File: config.mk
export PLATFORM = sky130hd
export DESIGN_NAME = bit_exponent_encoder
export DESIGN_NICKNAME = d
export VERILOG_FILES = /design/src/rtl/bit_exponent_encoder.sv
export SDC_FILE = /design/constraint.sdc
export NUM_CORES = 1
export LEC_CHECK = 0
export CORE_UTILIZATION = 54
export DETAILED_ROUTE_END_ITERATION = 10
export GPL_ROUTABILITY_DRIVEN = 0
export PLACE_DENSITY = 0.84
export SLEW_MARGIN = 20
export SYNTH_ARGS = -nofsm -noshare
export SYNTH_HDL_FRONTEND = slang
export SYNTH_SLANG_ARGS = --single-unit
File: constraint.sdc
create_clock -name clk -period 4.8 [get_ports clk]
set_clock_uncertainty 0.1 [all_clocks]
set_input_delay 0.72 -clock clk [delete_from_list [all_inputs] [get_ports clk]]
set_output_delay 0.72 -clock clk [all_outputs]
set_load 0.03 [all_outputs]
File: src/rtl/bit_exponent_encoder.sv
// Serialises the index of every set bit of an operand, LSB first. First beat is valid the cycle after accept.
// Outputs hold under out_ready=0; a new operand is taken only in IDLE or on the last-beat transfer.
module bit_exponent_encoder #(
    parameter int DATA_WIDTH = 16,
    parameter int EXP_WIDTH  = $clog2(DATA_WIDTH)
) (
    input  logic                  clk,
    input  logic                  rst_n,
    input  logic                  in_valid,
    output logic                  in_ready,
    input  logic [DATA_WIDTH-1:0] in_data,
    output logic                  out_valid,
    input  logic                  out_ready,
    output logic [EXP_WIDTH-1:0]  out_exp,
    output logic                  out_last,
    output logic                  out_zero,
    output logic [EXP_WIDTH:0]    out_count
);

    typedef enum logic {
        IDLE = 1'b0,
        BUSY = 1'b1
    } state_t;

    state_t                state_q, state_d;
    logic [DATA_WIDTH-1:0] residual_q, residual_d;
    logic                  zero_q, zero_d;
    logic [EXP_WIDTH:0]    count_q, count_d;

    logic [EXP_WIDTH-1:0]  low_idx;
    logic                  single_bit;
    logic                  busy;
    logic                  beat_xfer;
    logic                  accept;

    // Scan from MSB down so the lowest set bit wins.
    always_comb begin
        low_idx = '0;
        for (int i = DATA_WIDTH - 1; i >= 0; i--) begin
            if (residual_q[i]) begin
                low_idx = EXP_WIDTH'(i);
            end
        end
    end

    assign single_bit = (residual_q != '0) &&
                        ((residual_q & (residual_q - DATA_WIDTH'(1))) == '0);

    assign busy      = (state_q == BUSY);
    assign out_valid = busy;
    assign out_exp   = low_idx;
    assign out_last  = busy & (zero_q | single_bit);
    assign out_zero  = busy & zero_q;
    assign out_count = count_q;

    assign beat_xfer = out_valid & out_ready;
    assign in_ready  = ~busy | (beat_xfer & out_last);
    assign accept    = in_valid & in_ready;

    always_comb begin
        state_d    = state_q;
        residual_d = residual_q;
        zero_d     = zero_q;
        count_d    = count_q;
        if (accept) begin
            state_d    = BUSY;
            residual_d = in_data;
            zero_d     = (in_data == '0);
            count_d    = '0;
        end else if (beat_xfer) begin
            if (out_last) begin
                state_d    = IDLE;
                residual_d = '0;
                zero_d     = 1'b0;
                count_d    = '0;
            end else begin
                // Drop the lowest set bit just emitted.
                residual_d = residual_q & (residual_q - DATA_WIDTH'(1));
                count_d    = count_q + (EXP_WIDTH + 1)'(1);
            end
        end
    end

    always_ff @(posedge clk or negedge rst_n) begin
        if (!rst_n) begin
            state_q    <= IDLE;
            residual_q <= '0;
            zero_q     <= 1'b0;
            count_q    <= '0;
        end else begin
            state_q    <= state_d;
            residual_q <= residual_d;
            zero_q     <= zero_d;
            count_q    <= count_d;
        end
    end

endmodule
==> flow_summary.ini, run 1 <==
[sta]
rsz0062_at_grt = false
fin_crit_ps = 4310
setup_viol = 0
finalCritPeriodShare_pct = 89.8
max_freq_mhz = 232
slew_headroom_pct = 45.3
worstMarginPinSlew_ps = 818
hold_viol = 0
slew_violations = 0
worst_slack_ps = 488
finalSetupTns_ps = 0

[floorplan]
start_util_pct = 59.4
die_w_microns = 55.1
rows = 18
core-area_sq_mm = 0.00257
io-pin-count = 33
die-area_sq_mm = 0.00304
die_h_microns = 55.1

[placed_design]
dpl_cell_area_sq_mm = 0.00182
place_ws_ps = 908
dp.cells = 223
dp_hpwl_mm = 2.88
port_buffers = 32

[power]
p_leak_nw = 0.761
peakVddDrop_mv = 0.665
p_per_area_mw_per_mm2 = 867
p_total_w = 0.00160

[synth]
synth.most_common_cell = o21ai_0
synth_top_area_cell = dfrtp_1
synth_edf_count = 0
avgSynthCellArea_sq_um = 8.82
async_flop_share_pct = 100
synthCells = 173
netlist_area_sq_mm = 0.00153
synth_common_cells = o21ai_0, dfrtp_1, a32o_1
synthDistinctLibCells = 43
synthFlopType = dfrtp_1
yosysSeqAreaShare_pct = 37.7
synth.area.top_cells = dfrtp_1, a32o_1, o21ai_0, a21oi_1, nor4_1
synth_top_area_share_pct = 37.7
ys_seq_elements = 23
ys_warn_count = 0
syn_nets = 194

[grt]
grt_pass1_wl_mm = 6.49
grt_max_degree = 24
overflow = 0
track_usage_pct = 30.4
antenna_found_initial = 0
first_global_vias = 1380

[clocking]
path_clk_slew_ps = 130
root_buffer = clkbuf_4
clock_path_buffers = 2
cts_sinks = 23
hold_buffers = 0
clkLatencyLatePin_ps = 320
cts_tree = done
postCtsSetupBuffers = 0
h-tree-depth = 1
ctsResizeCount = 0
cts_buffers = 3

[routing]
avgRoutedWirePerCell_microns = 17.4
num_vias = 1482
firstDrtPassIters = 5
drc = 0
drt_iter0_drc = 53
wl_mm = 3.95
viasPerCell = 6.53
ant_nets = 0

[critical_path]
critical_path_arrival_ps = 3490
worstSetupEndpointType = output port
required_ps = 3980
cp_max_fo = 10
crit_type = reg -> out
start_kind = flop
reg2reg_setup_slack_ps = 1580

[cells_and_area]
syn_to_final_growth_pct = 20.9
final_area_sq_mm = 0.00184
final_cells = 227
antenna_cells = 0
final_layout_size_suffix_gt1_share_pct = 9.64
fin_nets = 219
fillers = 206

[job]
drv_cap = 0

[run_status]
status = completed

[min_path]
min_path_type = in -> async
==> worst max-delay path, stage by stage, from the launching register on <==
cell and delay, ps:
dfrtp_1 500, nor4_1 670, nand2_2 220, o41ai_2 370
o2111ai_1 210, or2_4 310, a31oi_4 200, clkdlybuf4s50_1 700
==> layer usage <==
metal / track usage, % / routed length [microns] / vias up
met2: 48.8 / 1880 / 61
met4: 10.4 / 78 / 0
met5: 0 / 0 / -
met3: 4.37 / 314 / 11
li1: - / - / 718
met1: 41.6 / 1680 / 692
==> cell type report <==
type                    instances  area, sq um  share of cell area, %
multi-input cells             129          852                   46.2
flip-flops and latches         23          576                   31.2
repair buffers                 33          323                   17.5
well taps                      30         37.5                   2.04
inverters                       8         30.0                   1.63
clock buffers                   4         26.3                   1.42
==> power by group <==
| part | leakage [nW] | internal [W] | switching (W) |
|---|---|---|---|
| sequential | 0.297 | 0.000259 | 0.000108 |
| clock | 0.0150 | 0.0000325 | 0.0000596 |
| combinational | 0.449 | 0.000473 | 0.000667 |
| total | 0.761 | 0.000765 | 0.000835 |
==> cells in the final DEF, fill, tap and decap left out, types with 2 or more instances in the layout <==
cell / instances
clkdlybuf4s50_1: 31
o21ai_0: 25
dfrtp_1: 23
a32o_1: 15
nor2_1: 13
a21oi_1: 11
nand2_1: 9
nor4_1: 8
nor3_1: 8
inv_1: 8
nand3_1: 4
or2_2: 3
clkbuf_4: 3
nand2b_1: 2
o21bai_1: 2
o41ai_2: 2
o31ai_1: 2
o2111ai_1: 2
==> flip-flops by register name (all words and copies together) (netlist names) <==
name,cells
zero_q,1
out_valid,1
out_count,5
residual_q,16
==> path summary, 6_finish.rpt <==
path,end,depth (start not counted),from
max in group asynchronous,out_valid,1,rst_n
setup reg to reg,residual_q[2],7,residual_q[2]
hold reg to reg,out_count[4],2,out_count[4]
setup / recovery,in_ready,7,residual_q[2]
hold / removal,residual_q[6],1,rst_n
min in group clk,out_count[4],2,out_count[4]
==> through the flow <==
| stage | hold slack (ps) | util [%] |
|---|---|---|
| 2_1_floorplan | 324 | - |
| 3_3_place_gp | 398 | 71.0 |
| 3_5_place_dp | 425 | 71.0 |
| 4_1_cts | 458 | 72.0 |
| 5_1_grt | 283 | 71.8 |
| 6_report | 253 | 71.8 |
==> cells by family (layout without fill, tap and decap cells) <==
family	count (synthesis)	in the layout	share of synthesized area, %
compound gates	69	69	33.7
flops	23	23	37.7
mux	1	1	0.656
simple gates	57	57	20.0
fa+ha+maj	2	2	1.48
buf+inv	21	45	6.40
(Power assumes the default switching activity.)
==> inputs of run 2 (changes only) <==
CTS_CLUSTER_SIZE = 8   (was default)
==> results of run 2 <==
No change in the layout: final DEF, timing and power equal those of run 1.
